--- src/rtl/non_hwt_pipe.sv ---
// Elastic valid/ready pipeline computing Y = D & ((A & B) | C) per lane, with a
// saturating counter of result bits that leave the block.
module non_hwt_pipe #(
  parameter int WIDTH  = 4,
  parameter int STAGES = 2,
  parameter int CNT_W  = 16
) (
  input  logic             clk,
  input  logic             rst_n,
  input  logic             in_valid,
  output logic             in_ready,
  input  logic [WIDTH-1:0] A,
  input  logic [WIDTH-1:0] B,
  input  logic [WIDTH-1:0] C,
  input  logic [WIDTH-1:0] D,
  output logic             out_valid,
  input  logic             out_ready,
  output logic [WIDTH-1:0] Y,
  input  logic             clr_count,
  output logic [CNT_W-1:0] hit_count
);

  localparam int PC_W  = $clog2(WIDTH + 1);
  localparam int SUM_W = CNT_W + PC_W;

  logic [STAGES-1:0]            r_valid;
  logic [STAGES-1:0][WIDTH-1:0] r_data;
  logic [CNT_W-1:0]             r_hit;

  logic [STAGES-1:0] w_adv;
  logic              w_in_xfer;
  logic              w_out_xfer;
  logic [WIDTH-1:0]  w_result;
  logic [PC_W-1:0]   w_pop;
  logic [SUM_W-1:0]  w_sum;
  logic [CNT_W-1:0]  w_sat;

  // A slot moves on when the slot ahead is empty or is itself moving on; the
  // chain is resolved from the output end backwards.
  always_comb begin
    // NOTE: every signal written here gets a default first so no path leaves it unassigned and infers a latch.
    w_adv             = '0;
    w_adv[STAGES-1]   = r_valid[STAGES-1] & out_ready;
    for (int i = STAGES - 2; i >= 0; i--) begin
      w_adv[i] = r_valid[i] & (~r_valid[i+1] | w_adv[i+1]);
    end
  end

  assign in_ready   = ~r_valid[0] | w_adv[0];
  assign w_in_xfer  = in_valid & in_ready;
  assign out_valid  = r_valid[STAGES-1];
  assign Y          = r_data[STAGES-1];
  assign w_out_xfer = out_valid & out_ready;
  assign w_result   = D & ((A & B) | C);

  always_ff @(posedge clk or negedge rst_n) begin
    if (!rst_n) begin
      r_valid <= '0;
      // NOTE: the data slots are cleared as well so Y reads 0 straight out of reset.
      r_data  <= '0;
    end else begin
      // NOTE: non-blocking updates let every slot see its neighbour's pre-edge value.
      if (w_in_xfer) begin
        r_valid[0] <= 1'b1;
        r_data[0]  <= w_result;
      end else if (w_adv[0]) begin
        r_valid[0] <= 1'b0;
      end
      for (int i = 1; i < STAGES; i++) begin
        if (w_adv[i-1]) begin
          r_valid[i] <= 1'b1;
          r_data[i]  <= r_data[i-1];
        end else if (w_adv[i]) begin
          r_valid[i] <= 1'b0;
        end
      end
    end
  end

  always_comb begin
    w_pop = '0;
    for (int i = 0; i < WIDTH; i++) begin
      w_pop = w_pop + PC_W'(Y[i]);
    end
  end

  // The sum is kept one popcount-width wider than the counter so overflow is
  // visible before it is clamped.
  assign w_sum = SUM_W'(r_hit) + SUM_W'(w_pop);
  assign w_sat = (w_sum > SUM_W'({CNT_W{1'b1}})) ? {CNT_W{1'b1}} : w_sum[CNT_W-1:0];

  always_ff @(posedge clk or negedge rst_n) begin
    if (!rst_n) begin
      r_hit <= '0;
    end else if (clr_count) begin
      r_hit <= '0;
    end else if (w_out_xfer) begin
      r_hit <= w_sat;
    end
  end

  assign hit_count = r_hit;

endmodule

--- config.mk ---
export PLATFORM = sky130hd
export DESIGN_NAME = non_hwt_pipe
export DESIGN_NICKNAME = d
export VERILOG_FILES = /design/src/rtl/non_hwt_pipe.sv
export SDC_FILE = /design/constraint.sdc
export NUM_CORES = 1
export LEC_CHECK = 0
export CAP_MARGIN = 10
export CORE_ASPECT_RATIO = 1.5
export CORE_MARGIN = 3
export CORE_UTILIZATION = 25
export DETAILED_ROUTE_END_ITERATION = 6
export HOLD_SLACK_MARGIN = 0.15
export SLEW_MARGIN = 20
export SYNTH_ARGS = -nofsm -noshare
export SYNTH_HDL_FRONTEND = slang
export SYNTH_SLANG_ARGS = --single-unit
export TNS_END_PERCENT = 100
--- constraint.sdc ---
create_clock -name clk -period 5.6 [get_ports clk]
set_input_delay 1.12 -clock clk [delete_from_list [all_inputs] [get_ports clk]]
set_output_delay 1.12 -clock clk [all_outputs]
set_load 0.02 [all_outputs]
Word level (Yosys, flattened, before mapping). Cells that the tools add are included.

Add/sub/neg operators: 4. Magnitude comparators: 1. Muxes and demuxes: 7. Bitwise gates (word level): 10. Reductions and logical operators: 3.

Operators with widths (count): $mux 16 (3); $add 16x3->17 (1); $gt 17x16->1 const B (1); $and 4x4->4 (2); $reduce_bool 2->1 (3); $mux 1 (4); $or 4x4->4 (1); $add 2x1->3 (1); $add 3x1->3 (1); $and 1x1->1 (3); $add 1x1->2 (1); $not 1->1 (2); $or 1x1->1 (2).

Register bits: 26. Input bits: 21. Output and inout port bits: 22. Logic and storage cells: 30.

Depth between registers and ports, before layout. Gate-level depths: netlist of run 1.

Word-level depth: 8. Mapped depth: 10. Gate-level depth less buffers: 9.

Worst setup path after synthesis of run 1. No wires, ideal clock.

Kind: reg2reg. Start point: register r_data (netlist bit Y[0]). End point: register r_hit[9] (netlist: hit_count[9]). Setup time: 0.087 ns. Arrival: 2.691 ns. Required time: 5.513 ns. Path slack: 2.822 ns. Cell stages (with the launch flop): 11. Buffers on the path: 1. Clock period less this slack: 2.778 ns. Cells stage by stage: dfrtp_1 > fa_1 > inv_1 > fa_1 > inv_1 > fa_1 > nand3_1 > or4_1 > buf_2 > and2_4 > a211oi_2.

Word-level cells in the longest chain between the ends: 8.

Ends and longest elaborated chain: from (decl) (line 27) `logic [STAGES-1:0][WIDTH-1:0] r_data;`; from (signal, indexed assignment) (line 72) `r_data[i] <= r_data[i-1];`; $add 1x1->2 (*) (line 83) `w_pop = w_pop + PC_W'(Y[i]);`; $add 2x1->3 (*) (line 83); $add 3x1->3 (*) (line 83); $add 16x3->17 (*) (line 89) `assign w_sum = SUM_W'(r_hit) + SUM_W'(w_pop);`; $gt 17x16->1 (line 90) `assign w_sat = (w_sum > SUM_W'({CNT_W{1'b1}})) ? {CNT_W{1'b1}} : w_sum[CNT_W-1:0];`; $mux 16 (*) (line 90); $mux 16 (*) (line 97) `end else if (w_out_xfer) begin`; $mux 16 (*) (line 95) `end else if (clr_count) begin`; to (signal assigned) (line 98) `r_hit <= w_sat;`; to (decl) (line 28) `logic [CNT_W-1:0] r_hit;`.

Mark *: on every way between the ends. The rest lies on a longest branch, timed or not. The select of a mux whose other input is x is not followed. A chain may end at the register's enable or synchronous reset.

Worst setup path after layout of run 1.
Start point: input out_ready. End point: output in_ready.

Word-level cells in the longest chain between the ends: 4.

Ends and longest elaborated chain: from (decl) (line 17) `input logic out_ready,`; $and 1x1->1 (line 43) `w_adv[STAGES-1] = r_valid[STAGES-1] & out_ready;`; $or 1x1->1 (line 45) `w_adv[i] = r_valid[i] & (~r_valid[i+1] | w_adv[i+1]);`; $and 1x1->1 (line 45); $or 1x1->1 (line 49) `assign in_ready = ~r_valid[0] | w_adv[0];`; to (decl) (line 11) `output logic in_ready,`.

No other way between the ends.

==> results of run 1 <==
power groups by stage:
stage	Clock (uW)	Combinational (uW)	Sequential (uW)
3_3_place_gp	0	113	219
5_1_grt	170	131	218
3_5_place_dp	0	116	219
4_1_cts	163	117	216
6_report	160	114	215
2_1_floorplan	0	66.2	221
metal layers:
metal | GRT usage | part of all wire
met5 | 0 | 0
met4 | 0.03281 | 0.012
met3 | 0.02877 | 0.059
met2 | 0.1992 | 0.53
met1 | 0.1360 | 0.40
stage by stage:
| stage | setup slack (ns) | power, uW |
|---|---|---|
| 2_1_floorplan | 2.822 | 287.0 |
| 3_3_place_gp | 2.048 | 331.9 |
| 3_5_place_dp | 2.023 | 334.8 |
| 5_1_grt | 1.942 | 519.0 |
| 4_1_cts | 2.011 | 494.8 |
| 6_report | 2.003 | 489.2 |
worst paths after layout:
check | end | cells past startpoint | from
setup / recovery | in_ready | 3 | out_ready
hold / removal | r_data[3] | 2 | r_data[3]
setup reg to reg | hit_count[9] | 9 | Y[0]
hold reg to reg | r_data[3] | 2 | r_data[3]
max in group asynchronous | hit_count[7] | 2 | rst_n
min in group asynchronous | r_data[1] | 2 | rst_n
cells by family after synthesis:
kind of cell,synth area share
AOI/OAI and AO/OA,0.1800
adders and majority gates,0.05142
buffers and inverters,0.05408
DFF,0.4610
muxes,0.03191
and+or+nand+nor,0.2216
cells in the final DEF, fill, tap and decap left out, types with 2 or more instances in the layout:
cell and instances:
clkbuf_8 3, and4_1 4, nor3_1 3, and2_1 2, fa_1 3, nand2b_1 4, a21oi_1 10, nor3_2 2
a211oi_2 3, nand2_1 12, o21ai_0 10, clkdlybuf4s50_1 42, nor2_1 8, mux2_2 4, a21o_1 4, nand3_1 5
and3_1 3, dfrtp_1 26, nand4_1 4, a31oi_1 2, a311oi_1 4, inv_1 7, a211oi_1 4
layout make-up:
type                       count  area [sq um]  share of cell area
multi-input combinational    101         684.4              0.3518
inverter                       7         26.28             0.01350
clock buffer                   3         41.29             0.02122
tap                           68         85.08             0.04373
sequential                    26         650.6              0.3344
timing repair buffer          43         427.9              0.2199
clock inverter                 1         30.03             0.01543
sequential cells by signal, indices dropped and copies added (netlist names):
signal	flops
hit_count	16
Y	4
r_valid	2
r_data	4
worst register-to-register path, delay by kind of cell (launching register included):
family                     cells  cell delay, ns
DFF                            1            0.42
adders and majority gates      3            1.16
AOI/OAI and AO/OA              1            0.20
buffers and inverters          2            0.14
and+or+nand+nor                3            1.08
==> results.cfg, run 1 <==
[status]
status = finished clean

[layout]
finish.instance_area_sq_um = 1946
fin_cells = 249
fillers = 569
final_nets = 207
final_core_util = 0.3681
num_antenna_cells = 0
drive_gt1_frac = 0.09392
syn_to_final_growth_pct = 37.85

[critical_path]
critPathSlowestCell = clkdlybuf4s50_1
crit_path_max_incr_delay_ns = 0.62
crit_fanout = 6
path_delay_family = buffers and inverters
crit_top_cell = clkdlybuf4s50_1
critPathKind = input port to primary output
path_cells = clkdlybuf4s50_1 -> nand3b_1 -> clkdlybuf4s50_1
crit_required_ns = 4.48
critical_path_arrival_ns = 2.48
crit_buf_inv = 2
r2r_slack_ns = 2.51
end_kind = primary output
start_kind = input port

[route]
drt-total-wl_mm = 3.374
ant_nets = 0
drt_iter0_drc = 29
dr.pass1.iters = 4
wl_per_cell_um = 13.55
drcViolationCount = 0
vias_per_cell = 4.867
num_vias = 1212

[place]
numPortBuffers = 42
place_inst = 245
dp_hpwl_mm = 2.585
place_area_sq_um = 1874
gp_congestion = 0.7501

[floorplan]
initial_utilization = 0.2670
num_rows = 32
io_pins = 43
die_h_um = 98.02
coreArea_sq_um = 5285
fp.dieArea_sq_um = 6602
die_width_um = 67.35

[cts]
clock_path_buffers = 2
holdBufCountCts = 0
clock_sinks = 26
cts_buffers = 3
cts_tree = built
clk_pin_slew_ns = 0.10
cts_resized = 0
root_buffer = clkbuf_8
worstSkewPairLatency_ns = 0.28
cts_setup_buffers = 0
htree_levels = 1

[logic_synthesis]
avgSynthCellArea_sq_um = 9.939
synth_edf_count = 0
syn-instance-count = 142
synth_cell_type_count = 34
synth.most_common_cell = dfrtp_1
synth_common_cells = dfrtp_1 (26), nand2_1 (12), a21oi_1 (10), o21ai_0 (10), nor2_1 (8)
synth_top_area_cell = dfrtp_1
synth_fp_nets = 167
yosysWarnings = 0
yosys-top-cells-area = dfrtp_1 (46%), fa_1 (4.3%), a21oi_1 (3.5%)
syn_area_sq_um = 1411
synth_top_area_frac = 0.4610
synth-async-reset-ratio = 1.000
ys_seq_area_frac = 0.4610
synth-seq-cells = 26
synthFlopType = dfrtp_1

[grt]
antenna_found_initial = 0
grt_pass1_wl_mm = 5.885
grt_start_max_net_pins = 27
grt_pass1_vias = 1223
gr-total-overflow = 0
grt_usage = 0.1147

[pwr]
swShare = 0.2744
leakage_uw = 0.0007883
combPwrFrac = 0.233
switching_power_uw = 134.3
pwr-share-seq = 0.440
p_int_uw = 354.9
clockPowerShare = 0.327
p_per_area_nw_per_um2 = 251.4
vdd_drop_max_mv = 0.1240

[sta]
period_needed_ns = 3.597
fin_tns_setup_ns = 0
final_max_slew_viol_count = 0
hold_viol_final = 0
hold_ws_ns = 0.4816
finalClockSkew_ns = 0.005025
finalSetupViolations = 0
worst_pin_slew_ns = 0.6017
relSlewSlack = 0.5976
rsz0062_at_grt = no
layout_worst_path_cycle_share = 0.6423
fmax_mhz = 278.0

[run]
maxCapViolations = 0

[worst_hold_path]
worstHoldPathType = flip-flop to flip-flop
Power figures use the tool's default switching activity.
==> run 2: changes to the inputs <==
==> constraint.sdc (replaced) <==
create_clock -name clk -period 3.1 [get_ports clk]
set_input_delay 0.62 -clock clk [delete_from_list [all_inputs] [get_ports clk]]
set_output_delay 0.62 -clock clk [all_outputs]
set_load 0.02 [all_outputs]
==> results.cfg, run 2 (same netlist as run 1, synthesis figures left out) <==
[sta]
fmax_mhz = 345.6
rsz0062_at_grt = no
finalClockSkew_ns = 0.004094
layout_worst_path_cycle_share = 0.9333
relSlewSlack = 0.6059
worst_pin_slew_ns = 0.5893
fin_tns_setup_ns = 0
period_needed_ns = 2.893
final_max_slew_viol_count = 0
finalSetupViolations = 0
hold_viol_final = 0

[place]
place_inst = 248
dp_hpwl_mm = 2.673
gp_congestion = 0.7800
numPortBuffers = 42

[critical_path]
crit_fanout = 5
crit_top_cell = fa_1
start_kind = flip-flop
r2r_cells = 9
r2r_slack_ns = 0.21
critical_path_arrival_ns = 3.08
crit_path_max_incr_delay_ns = 0.61
reg2reg_from = Y[0]
r2r_end = hit_count[9]
critPathKind = flip-flop to flip-flop
path_cells = fa_1 -> inv_1 -> fa_1 -> inv_1 -> fa_1 -> nand3_1 -> or4_1 -> and2_4 -> a211oi_2
critPathSlowestCell = or4_1
crit_required_ns = 3.28
end_kind = flip-flop

[cts]
cts_tree = built
clk_pin_slew_ns = 0.09
cts_resized = 0
clock_path_buffers = 2
htree_levels = 1
clock_sinks = 26
holdBufCountCts = 0
worstSkewPairLatency_ns = 0.27
cts_buffers = 3
cts_setup_buffers = 0
root_buffer = clkbuf_8

[floorplan]
die_width_um = 67.35
coreArea_sq_um = 5285
fp.dieArea_sq_um = 6602
die_h_um = 98.02
initial_utilization = 0.2670
io_pins = 43
num_rows = 32

[route]
ant_nets = 0
vias_per_cell = 4.880
drt_iter0_drc = 30
drcViolationCount = 0
drt-total-wl_mm = 3.465
num_vias = 1225
dr.pass1.iters = 4
wl_per_cell_um = 13.80

[layout]
final_nets = 210
fin_cells = 251
num_antenna_cells = 0
largest_register_ffs = 16
syn_to_final_growth_pct = 37.32
drive_gt1_frac = 0.1038
final_common_cell = clkdlybuf4s50_1
layout_common_cells = clkdlybuf4s50_1 (42), dfrtp_1 (26), nand2_1 (12)

[grt]
grt_pass1_wl_mm = 5.644
antenna_found_initial = 0
grt_pass1_vias = 1197
gr-total-overflow = 0
grt_usage = 0.1097
grt_start_max_net_pins = 27

[status]
status = finished clean

[worst_hold_path]
hold_end = r_data[3]
hold_depth = 2
worstHoldPathType = flip-flop to flip-flop
min-delay-start = r_data[3]

[pwr]
leakage_uw = 0.0007893
p_per_area_nw_per_um2 = 403.2
vdd_drop_max_mv = 0.1714

[run]
maxCapViolations = 0
run 2: cell count changes in the layout (fill, tap and decap cells not counted), sizes merged:
cell | previous run | this run
buf | 1 | 4
bufinv | 1 | 0
run 2: where the power goes:
part           total [uW]  internal [uW]  switching, uW
Sequential            388            365           23.4
Combinational         202            102            101
Clock                 191           87.2            104
Total                 781            553            228
run 2: layer usage:
metal  vias up  wire length, um  GRT usage
li1        597                -          -
met1       585             1351     0.1253
met2        38             1839     0.1902
met3         5              219    0.02532
met4         0               55    0.04531
met5         -                0          0
run 2: final cells by class:
type                       instances  area, sq um
clock buffer                       3        41.29
fill                             578         3347
inverter                           7        26.28
multi-input combinational        101        684.4
sequential                        26        650.6
tap                               68        85.08
timing repair buffer              46        450.4
run 2: worst max-delay path: cells and delay by family, from the launching register on:
| kind | cells | cell delay [ns] |
|---|---|---|
| fa+ha+maj | 3 | 1.12 |
| simple gates | 3 | 0.94 |
| flops | 1 | 0.41 |
| compound gates | 1 | 0.21 |
| buf+inv | 2 | 0.13 |
run 2: how the worst max path moves through the flow:
stage	startpoint	endpoint	slack [ns]	cells past startpoint
6_report	Y[0]	hit_count[9]	0.21	9
5_1_grt	Y[0]	hit_count[2]	0.03	9
3_5_place_dp	Y[0]	hit_count[9]	0.20	9
3_3_place_gp	Y[0]	hit_count[7]	0.24	9
4_1_cts	Y[0]	hit_count[9]	0.18	9
2_1_floorplan	Y[0]	hit_count[9]	0.32	10
run 2: stage by stage:
| stage | hold slack, ns | power, uW | cell area, sq um | setup WS [ns] | utilization |
|---|---|---|---|---|---|
| 2_1_floorplan | 0.3244 | 518.5 | 1411 | 0.3218 | - |
| 3_3_place_gp | 0.4598 | 600.2 | 1897 | 0.2419 | 0.3589 |
| 3_5_place_dp | 0.4663 | 601.6 | 1897 | 0.1993 | 0.3589 |
| 4_1_cts | 0.4868 | 794.2 | 1938 | 0.1774 | 0.3667 |
| 5_1_grt | 0.5213 | 832.9 | 1938 | 0.02814 | 0.3667 |
| 6_report | 0.4768 | 781.5 | 1938 | 0.2068 | 0.3667 |
